**config.mk**
```make
export PLATFORM = sky130hd
export DESIGN_NAME = nibble_mac_seq
export DESIGN_NICKNAME = d
export VERILOG_FILES = /design/src/rtl/nibble_mac_seq_pkg.sv /design/src/rtl/nibble_mac_seq.sv
export SDC_FILE = /design/constraint.sdc
export NUM_CORES = 1
export LEC_CHECK = 0
export ABC_AREA = 1
export BUFFER_PORTS_ARGS = -buffer_cell sky130_fd_sc_hd__buf_2
export CORE_UTILIZATION = 61
export DETAILED_ROUTE_END_ITERATION = 8
export GPL_TIMING_DRIVEN = 0
export MAX_ROUTING_LAYER = met4
export PLACE_DENSITY = 0.83
export SLEW_MARGIN = 5
export SYNTH_ARGS = -nofsm -noshare
export SYNTH_HDL_FRONTEND = slang
export SYNTH_SLANG_ARGS = --single-unit
export TNS_END_PERCENT = 10
```
**constraint.sdc**
```tcl
create_clock -name clk -period 3.8 [get_ports clk]
set_input_delay 0.76 -clock clk [delete_from_list [all_inputs] [get_ports clk]]
set_output_delay 0.76 -clock clk [all_outputs]
set_load 0.01 [all_outputs]
```
**src/rtl/nibble_mac_seq_pkg.sv**
```systemverilog
// Shared types and constants for the nibble-serial multiply sequencer.
// Holds the FSM encoding, default pair counts and tile latency.
package nibble_mac_seq_pkg;

  typedef enum logic [1:0] {
    S_IDLE,
    S_RUN,
    S_DRAIN,
    S_DONE
  } state_e;

  localparam int WIDTH_DEF = 32;
  localparam int NIB       = WIDTH_DEF / 4;
  localparam int PAIRS     = NIB * NIB;
  localparam int MUL_LAT   = 1;

  function automatic int pairs_for(input int w);
    return (w / 4) * (w / 4);
  endfunction

endpackage

```
**src/rtl/nibble_mac_seq.sv**
```systemverilog
// Streams nibble pairs through an external 4x4 registered tile and
// shift-adds the partial products into a 2*WIDTH accumulator.
module nibble_mac_seq
  import nibble_mac_seq_pkg::*;
#(
  parameter int WIDTH = 32
) (
  input  logic               clk,
  input  logic               rst_n,
  input  logic               start,
  input  logic [WIDTH-1:0]   op_a,
  input  logic [WIDTH-1:0]   op_b,
  output logic               busy,
  output logic               done,
  output logic [2*WIDTH-1:0] product,
  output logic [3:0]         mul_a,
  output logic [3:0]         mul_b,
  input  logic [7:0]         mul_p
);

  localparam int NIBS  = WIDTH / 4;
  localparam int NPAIR = pairs_for(WIDTH);
  localparam int KW    = $clog2(NPAIR + 1);
  localparam int PW    = 2 * WIDTH;
  localparam int SW    = $clog2(PW);

  state_e            state_q, state_d;
  logic [KW-1:0]     k_q, k_d;
  logic [WIDTH-1:0]  a_q, a_d;
  logic [WIDTH-1:0]  b_q, b_d;
  logic [PW-1:0]     acc_q, acc_d;
  logic [PW-1:0]     prod_q, prod_d;
  logic [MUL_LAT-1:0] vld_q;
  logic              vld_d;
  logic [SW-1:0]     sh_q [MUL_LAT];
  logic [SW-1:0]     sh_d;
  logic [KW-1:0]     i_w, j_w;
  logic [PW-1:0]     addend;

  assign product = prod_q;

  // Pair index decode and the aligned partial product.
  always_comb begin
    i_w    = k_q % KW'(NIBS);
    j_w    = k_q / KW'(NIBS);
    addend = '0;
    if (vld_q[MUL_LAT-1]) begin
      addend = PW'(mul_p) << sh_q[MUL_LAT-1];
    end
  end

  // Next-state, operand issue and accumulate logic.
  always_comb begin
    state_d = state_q;
    k_d     = k_q;
    a_d     = a_q;
    b_d     = b_q;
    acc_d   = acc_q + addend;
    prod_d  = prod_q;
    vld_d   = 1'b0;
    sh_d    = '0;
    mul_a   = '0;
    mul_b   = '0;
    busy    = 1'b0;
    done    = 1'b0;
    unique case (state_q)
      S_IDLE: begin
        if (start) begin
          a_d     = op_a;
          b_d     = op_b;
          acc_d   = '0;
          k_d     = '0;
          state_d = S_RUN;
        end
      end
      S_RUN: begin
        busy  = 1'b1;
        mul_a = a_q[4*i_w +: 4];
        mul_b = b_q[4*j_w +: 4];
        vld_d = 1'b1;
        sh_d  = SW'({i_w + j_w, 2'b00});
        if (k_q == KW'(NPAIR - 1)) begin
          state_d = S_DRAIN;
        end else begin
          k_d = k_q + KW'(1);
        end
      end
      S_DRAIN: begin
        busy    = 1'b1;
        prod_d  = acc_d;
        state_d = S_DONE;
      end
      S_DONE: begin
        done    = 1'b1;
        k_d     = '0;
        state_d = S_IDLE;
      end
      default: state_d = S_IDLE;
    endcase
  end

  // State, operand and result registers.
  always_ff @(posedge clk or negedge rst_n) begin
    if (!rst_n) begin
      state_q <= S_IDLE;
      k_q     <= '0;
      a_q     <= '0;
      b_q     <= '0;
      acc_q   <= '0;
      prod_q  <= '0;
    end else begin
      state_q <= state_d;
      k_q     <= k_d;
      a_q     <= a_d;
      b_q     <= b_d;
      acc_q   <= acc_d;
      prod_q  <= prod_d;
    end
  end

  // Valid/shift delay line matching the tile latency.
  always_ff @(posedge clk or negedge rst_n) begin
    if (!rst_n) begin
      vld_q <= '0;
      for (int t = 0; t < MUL_LAT; t++) begin
        sh_q[t] <= '0;
      end
    end else begin
      vld_q[0] <= vld_d;
      sh_q[0]  <= sh_d;
      for (int t = 1; t < MUL_LAT; t++) begin
        vld_q[t] <= vld_q[t-1];
        sh_q[t]  <= sh_q[t-1];
      end
    end
  end

endmodule

```
Yosys cells after proc, flatten, opt, wreduce, memory -nomap -nowiden
Index checks and enable logic that the tools add are counted.
- register bits after elaboration: 208
- input port bits: 75
- logic and storage cells: 42
- add/subtract/negate cells: 3
- equality and inequality tests: 7
- shift operators: 3
- mux-type cells: 15
- reductions and logical operators: 6
- operator list (cell ; count):
    64-bit 2-to-1 mux ; 3
    64-bit adder ; 1
    8-bit by 6-bit left shift with 64-bit output ; 1
    32-bit by 6-bit variable part select with 4-bit output ; 1
    32-bit by 7-bit variable part select with 4-bit output ; 1
    7-bit one-hot mux with 3 select lines ; 1
    7-bit 2-to-1 mux ; 2
    4-bit 2-to-1 mux ; 2
    2-bit one-hot mux with 4 select lines ; 1
    7-bit by 1-bit adder with 7-bit output, second input constant ; 1
    7-bit by 6-bit equality test with 1-bit output, second input constant ; 1
    6-bit 2-to-1 mux ; 1
    2-bit != test, second input constant ; 3
    3-bit by 4-bit adder with 4-bit output ; 1
    2-bit equality test, second input constant ; 2
    2-bit 2-to-1 mux ; 2
    2-bit AND reduction ; 2
    1-bit 2-to-1 mux ; 3
    3-bit AND reduction ; 1
    3-bit nonzero test ; 1
    2-bit by 1-bit equality test with 1-bit output, second input constant ; 1
    2-bit logical NOT ; 1
    2-bit OR reduction ; 1

Longest topological paths before layout
Gate-level depths: netlist of the first run.
- depth in word-level cells: 5
- mapped depth: 23

Worst setup path after synthesis of the first run
No wires, ideal clock.
- path kind: input to register
- from: in mul_p[0]
- to: reg prod_q[60], in the netlist product[60]
- library setup time: 0.118 ns
- arrival time: 2.624 ns
- path slack: 1.058 ns
- stages on the path: 21
- path buffers: 0
- cell sequence: nand2_1 -> nor2_1 -> nand2_1 -> nor2_1 -> ha_1 -> inv_1 -> fa_1 -> inv_1 -> nand3_1 -> nand2_4 -> nand2_2 -> nand2_2 -> nand2_1 -> nand2_2 -> nand2_1 -> nand2_2 -> nand2_1 -> nand2_1 -> nand2_1 -> nand3_1 -> nand2_1
- cells in the longest elaborated chain, start to end: 3
- ends and longest elaborated chain (what ; RTL line ; RTL):
    start, declared ; nibble_mac_seq.sv:18 ; input logic [7:0] mul_p
    8-bit by 6-bit left shift with 64-bit output ; nibble_mac_seq.sv:48 ; addend = PW'(mul_p) << sh_q[MUL_LAT-1];
    64-bit 2-to-1 mux ; nibble_mac_seq.sv:47 ; if (vld_q[MUL_LAT-1]) begin
    64-bit adder ; nibble_mac_seq.sv:58 ; acc_d = acc_q + addend;
    end signal, assigned ; nibble_mac_seq.sv:117 ; prod_q <= prod_d;
    end, declared ; nibble_mac_seq.sv:32 ; logic [PW-1:0] prod_q, prod_d;
No other way between the ends.
A chain may end at the register's enable or synchronous reset.

Worst setup path in the final report of the first run
- from: reg sh_q[3] in the netlist's numbering
- to: reg prod_q[50], in the netlist product[50]
- cells in the longest elaborated chain, start to end: 3
- ends and longest elaborated chain (what ; RTL line ; RTL):
    start, declared ; nibble_mac_seq.sv:35 ; logic [SW-1:0] sh_q [MUL_LAT];
    start signal, assigned by index ; nibble_mac_seq.sv:133 ; sh_q[t] <= sh_q[t-1];
    8-bit by 6-bit left shift with 64-bit output ; nibble_mac_seq.sv:48 ;
    64-bit 2-to-1 mux ; nibble_mac_seq.sv:47 ;
    64-bit adder ; nibble_mac_seq.sv:58 ;
No other way between the ends.

==> qor.csv, run 1 <==
metric,value,unit
root_buffer,clkbuf_16,
grt_max_degree,76,
yosysWarnings,0,
p_total,7.82,mW
crit_family,simple AND/OR/NAND/NOR gates,
peakVddDrop,0.468,mV
grtUsageMet1,52.3,%
cts-htree-levels,1,
grt_pass1_vias,14100,
finalNonFillerCells,2810,
critPathCapture,product[50],
cts.path.max_buffers,3,
worstSetupStartpoint,sh_q[3],
endpoint_kind,register,
final_area,0.0165,mm^2
synth_top_area_cell,dfrtp_1,
cts_sinks,206,
crit_cells,20,
r2r_cells,20,
start_util,61.9,%
ys_seq_elements,206,
period_share,99.1,%
powerDensity,475,mW/mm^2
port-buffer-count,148,
synthCells,2300,
max_freq,0.265,GHz
crit_path_start_kind,register,
dp.cells,2769,
synth_fp_nets,2449,
ys_types,35,
post_cts_buffers,0,
grt_first_pass_wirelength,73.7,mm
vias,15200,
clk_latency,0.54,ns
drv_slew,0,
dieArea,0.0244,mm^2
crit_chain,"clkbuf_1, inv_1, clkbuf_1, nand3_1, o21ai_1, nand2_1, nor2_1, ha_1, nand2_1, inv_1, nand2_1, nand2_1, inv_1, nand3_1, nand2_1, nand2_1, nand2_1, nand4_1, nand3_1, nand2_1",
dr.first_iter.drc_count,1467,
cp_common_cell,nand2_1,
routed_via_density,5.40,
relSlewSlack,44.5,%
drive_gt1_share,10.0,%
post-route-drc-count,0,
dpl.hpwl,38.0,mm
synth_top_area_share,35.6,%
die_x,156,um
multiInputGateArea,0.00777,mm^2
cts_tree,built,
ys.flop_type,dfrtp_1,
cap_violations,0,
rsz0062_at_grt,true,
grtUsageMet2,65.2,%
period_minus_slack,3.77,ns
seq_area_frac_synth,35.6,%
worstPathRequired,4.20,ns
gp_congestion,1.06,
overflow,0,
ys_async_sr_fraction,100,%
met3_usage,5.75,%
synth_edf_count,0,
numCtsBuffers,23,
fin_skew,0.0188,ns
pre_cts_ws,0.0727,ns
regArea,0.00515,mm^2
status,finished clean,
layout.nets,2624,
crit_fanout,10,
cp_num_buf_inv,5,
hold_viol,0,
syn_to_final_growth,13.8,%
netlist_top_cells_count,"nand2_1, inv_1, nor2_1",
first_pass_iters,7,
static-leakage-power,9.80,nW
fp.dieH,156,um
core,0.0234,mm^2
dpl_cell_area,0.0157,mm^2
final_antenna_net_count,0,
setup_slack,0.0331,ns
min_path_type,primary input to asynchronous set/reset pin,
synth_area_leaders,"dfrtp_1, nand2_1, inv_1, nor2_1, ha_1",
boundaryPins,149,
netlist_area,0.0145,mm^2
ctsResizeCount,0,
wl_per_cell,17.1,um
reg2reg_from,sh_q[3],
rrSetupSlack,0.03,ns
final-setup-viol-count,0,
grt.total_usage,41.1,%
tightestPinTransition,0.833,ns
yosysMostFrequentCell,nand2_1,
fp-row-count,56,
cp_slowest_cell,dfrtp_1,
top_usage_layer,met2,
ctsHoldBuffers,0,
r2r-end,product[50],
routed_wl,48.1,mm
critPathKind,register to register,
antenna_found_initial,1,
crit_arrival,4.17,ns
cpPeakStageDelay,0.35,ns
path_clk_slew,0.06,ns
fillerInstances,2086,
syn_area_per_cell,6.30,um^2
==> flip-flops by register name, indices dropped and copies added, names as in the netlist <==
| register | flops |
|---|---|
| acc_q | 64 |
| product | 64 |
| a_q | 32 |
| b_q | 32 |
| k_q | 7 |
| sh_q | 4 |
| state_q | 2 |
| vld_q | 1 |
==> report_power, final <==
part / switching [mW] / total (mW) / leakage [nW] / internal, mW
clock: 0.957 / 2.36 / 0.373 / 1.41
sequential: 0.269 / 2.94 / 2.75 / 2.67
combinational: 1.77 / 2.52 / 6.68 / 0.744
==> metal layers <==
metal | share of wire [%] | vias to the layer above | routed length, um
met1 | 42 | 7011 | 20000
met3 | 8.2 | 131 | 3920
li1 | - | 7322 | -
met2 | 45 | 707 | 21700
met5 | 0 | - | 0
met4 | 5.1 | 0 | 2470
==> cells by family (layout without fill, tap and decap cells) <==
kind of cell    count (synthesis)  count (layout)  share of synthesized area [%]
compound gates                164             164                           5.94
fa+ha+maj                      74              74                           6.50
flops                         206             206                           35.6
xor+xnor                       32              32                           1.94
simple gates                 1410            1410                           39.3
buf+inv                       414             604                           10.8
other cells                     0               1                              0
==> per-stage QoR <==
stage / utilization (%) / hold slack, ns / TNS (ns)
2_1_floorplan: - / 0.444 / 0
3_3_place_gp: 66.8 / 0.456 / -280.44
3_5_place_dp: 67.0 / 0.459 / 0
4_1_cts: 70.4 / 0.159 / 0
5_1_grt: 70.4 / 0.184 / -0.178
6_report: 70.4 / 0.140 / 0
==> worst min path at each step <==
stage,from,depth (start not counted),slack (ns),end
global placement,product[60],2,0.46,product[60]
global route,rst_n,1,0.18,acc_q[14]
CTS,rst_n,1,0.16,acc_q[16]
detailed placement,product[58],2,0.46,product[58]
floorplan,a_q[12],2,0.44,a_q[12]
finish,rst_n,1,0.14,acc_q[16]
==> final cells by class <==
| class | count | area share, % |
|---|---|---|
| repair buffers | 150 | 4.89 |
| inverters | 356 | 8.11 |
| well taps | 319 | 2.42 |
| plain buffers | 58 | 1.35 |
| flip-flops and latches | 206 | 31.3 |
| diodes | 1 | 0.0152 |
| clock buffers | 28 | 3.67 |
| multi-input cells | 1680 | 47.2 |
| clock inverters | 12 | 1.06 |
==> cell usage in the layout, fill, tap and decap left out, drive strengths merged <==
cell      instances
and2              7
buf             158
clkbuf           78
inv             355
a21oi            46
nor4              2
clkinv            6
o22ai             8
clkinvlp          3
o21ai            95
ha               72
xor2              9
o21bai            3
fa                2
nor2            294
xnor2            23
bufinv            4
dfrtp           206
nand2           972
nand3            93
nor3             23
diode             1
or2               1
a211oi            2
nand4             9
a31oi            10
nand3b            9
Power figures use the tool's default switching activity.
==> inputs of run 2 (changes only) <==
--- a/config.mk
+++ b/config.mk
@@ -5,13 +5,13 @@
 export SDC_FILE = /design/constraint.sdc
 export NUM_CORES = 1
 export LEC_CHECK = 0
-export ABC_AREA = 1
 export BUFFER_PORTS_ARGS = -buffer_cell sky130_fd_sc_hd__buf_2
-export CORE_UTILIZATION = 61
+export CORE_UTILIZATION = 59
 export DETAILED_ROUTE_END_ITERATION = 8
+export GPL_ROUTABILITY_DRIVEN = 0
 export GPL_TIMING_DRIVEN = 0
 export MAX_ROUTING_LAYER = met4
-export PLACE_DENSITY = 0.83
+export PLACE_DENSITY = 0.82
 export SLEW_MARGIN = 5
 export SYNTH_ARGS = -nofsm -noshare
 export SYNTH_HDL_FRONTEND = slang
==> run 2 against run 1 <==
  * Clock skew grew 0.0022 ns
  * Via count shrank 23%
  * Clock power shrank 5%
  * Synthesized cell count shrank 37%
  * Highest routed layer unchanged
  * Count of clock-buffer cells in the layout grew 3
  * Critical endpoint is now product[63]
  * Sequential share of layout area grew 3.4 points
  * Area after synthesis shrank 14%
  * Non-clock buffer count grew 31
  * Die area shrank 11%
  * Largest power group unchanged
  * First-iteration DRC count shrank 40%
  * Cell count shrank 31%
  * Combinational power shrank 37%
==> qor.csv, run 2 <==
metric,value,unit
relSlewSlack,29.1,%
fin_skew,0.0210,ns
rsz0062_at_grt,true,
final_antenna_net_count,0,
post-route-drc-count,0,
core,0.0205,mm^2
dpl.hpwl,24.9,mm
crit_path_start_kind,register,
synth_fp_nets,1599,
dr.first_iter.drc_count,884,
grt.total_usage,32.8,%
switchingPower,2.14,mW
powerDensity,449,mW/mm^2
ys_seq_elements,206,
final_common_cell,nand2_1,
crit_arrival,4.13,ns
drv_slew,0,
status,finished clean,
combPwrFrac,23.9,%
crit_fanout,6,
yosysMostFrequentCell,nand2_1,
grt_pass1_vias,10900,
port-buffer-count,148,
min_path_type,primary input to asynchronous set/reset pin,
start_util,60.9,%
syn_area_per_cell,8.60,um^2
synth_top_area_share,41.3,%
cts_sinks,206,
period_share,98.8,%
fp.dieH,147,um
overflow,0,
path_clk_slew,0.06,ns
ys_async_sr_fraction,100,%
grt_max_degree,121,
max_freq,0.266,GHz
worstPathRequired,4.17,ns
cpPeakStageDelay,0.47,ns
clk_latency,0.54,ns
final-setup-viol-count,0,
tightestPinTransition,1.06,ns
layout_common_cells,"nand2_1, dfrtp_1, buf_2, nor2_1, o21ai_0",
period_minus_slack,3.75,ns
p_int,4.55,mW
p_total,6.69,mW
yosysWarnings,0,
p_clk_share,33.6,%
drive_gt1_share,21.0,%
antenna_found_initial,1,
netlist_area,0.0125,mm^2
hold_viol,0,
netlist_top_cells_count,"nand2_1, dfrtp_1, nor2_1",
seq_area_frac_synth,41.3,%
routed_via_density,6.05,
ys.flop_type,dfrtp_1,
critPathKind,register to register,
first_pass_iters,7,
cap_violations,0,
static-leakage-power,7.16,nW
root_buffer,clkbuf_16,
crit_chain,"mux2_2, nand2b_2, nor2_1, ha_1, a21oi_1, o211ai_2, nand4_1, a31oi_1, o31ai_4, a31oi_1, a211oi_1, xnor2_1, buf_4, a21oi_1",
dpl_cell_area,0.0136,mm^2
cts.path.max_buffers,3,
syn_to_final_growth,19.3,%
wl_per_cell,18.2,um
boundaryPins,149,
endpoint_kind,register,
layout.nets,1792,
p_seq_share,42.5,%
cts_tree,built,
final_area,0.0149,mm^2
synthCells,1450,
numCtsBuffers,23,
cts-htree-levels,1,
dieArea,0.0217,mm^2
peakVddDrop,0.324,mV
vias,11700,
synth_edf_count,0,
synth_top_area_cell,dfrtp_1,
routed_wl,35.1,mm
grt_first_pass_wirelength,54.5,mm
ys_types,82,
die_x,147,um
fp-row-count,52,
cp_slowest_cell,dfrtp_2,
switching_share,31.9,%
synth_area_leaders,"dfrtp_1, nand2_1, ha_1, nor2_1, a21oi_1",
-- run 2: final timing paths --
kind                       slack, ns  cells past startpoint     endpoint  startpoint
max                             0.05                     14  product[63]     sh_q[2]
min in group clk                0.42                      3       a_q[5]     op_a[5]
min reg2reg                     0.47                      2      a_q[10]     a_q[10]
min                             0.22                      1  product[23]       rst_n
max in group asynchronous       2.55                      2      sh_q[4]       rst_n
max reg2reg                     0.05                     14  product[63]     sh_q[2]
-- run 2: routing by layer --
layer / vias to the layer above / share of wire (%) / routed length, um / global-route usage, %
li1: 5414 / - / - / -
met1: 5498 / 40 / 14200 / 41.9
met2: 610 / 45 / 15800 / 50.5
met3: 154 / 8.3 / 2920 / 4.66
met4: 0 / 6.2 / 2180 / 18.0
met5: - / 0 / 0 / -
-- run 2: kinds of logic (layout without fill, tap and decap cells) --
family / Yosys count / in the layout / synth area share (%)
AO/OA/AOI/OAI: 343 / 343 / 17.5
other: 0 / 1 / 0
multiplexers: 31 / 31 / 4.14
adder cells (fa/ha/maj): 74 / 74 / 7.54
AND/OR/NAND/NOR: 634 / 634 / 22.1
XOR/XNOR: 59 / 59 / 4.14
buffers and inverters: 103 / 311 / 3.21
flip-flops: 206 / 206 / 41.3
-- run 2: final cells by class --
type | instances | area, um^2
Buffer | 68 | 289
Clock inverter | 9 | 116
Fill cell | 1559 | 5610
Antenna cell | 1 | 2.50
Sequential cell | 206 | 5160
Tap cell | 270 | 338
Timing Repair Buffer | 171 | 943
Multi-Input combinational cell | 1141 | 7280
Clock buffer | 31 | 636
Inverter | 32 | 120
-- run 2: stage by stage --
stage	hold WS, ns	instances	setup TNS [ns]	worst slack [ns]	utilization, %
detailed placement	0.459	1869	-29.50	-0.729	66.3
CTS	0.253	1915	-0.0219	-0.0219	70.6
finish	0.220	1929	0	0.0467	72.6
floorplan	0.440	1450	0	0.386	-
global route	0.276	1929	-0.353	-0.0575	72.6
global placement	0.454	1868	-306.61	-1.40	66.1
-- run 2: critical path, delay by kind of cell (launching register included) --
family | cells | cell delay [ns]
simple gates | 3 | 0.40
fa+ha+maj | 1 | 0.37
xor+xnor | 1 | 0.18
compound gates | 7 | 1.60
buf+inv | 1 | 0.17
flops | 1 | 0.47
mux | 1 | 0.40
-- run 2: timing repair --
| action | 4_1_cts | 5_1_grt |
|---|---|---|
| pin swaps | 7 | 22 |
| endpoints found under the setup margin | 88 | 67 |
| buffers inserted | 8 | 14 |
| hold endpoints to repair | 0 | 0 |
| gates resized for setup | 22 | 90 |
| hold buffers | 0 | 0 |
-- run 2: power by group through the flow --
stage	clock [mW]	combinational, mW	sequential (mW)
after floorplan	0	0.841	2.96
after global placement	0	1.49	2.85
after detailed placement	0	1.55	2.87
after CTS	2.26	1.57	2.84
after global routing	2.36	1.78	2.88
final	2.25	1.60	2.84
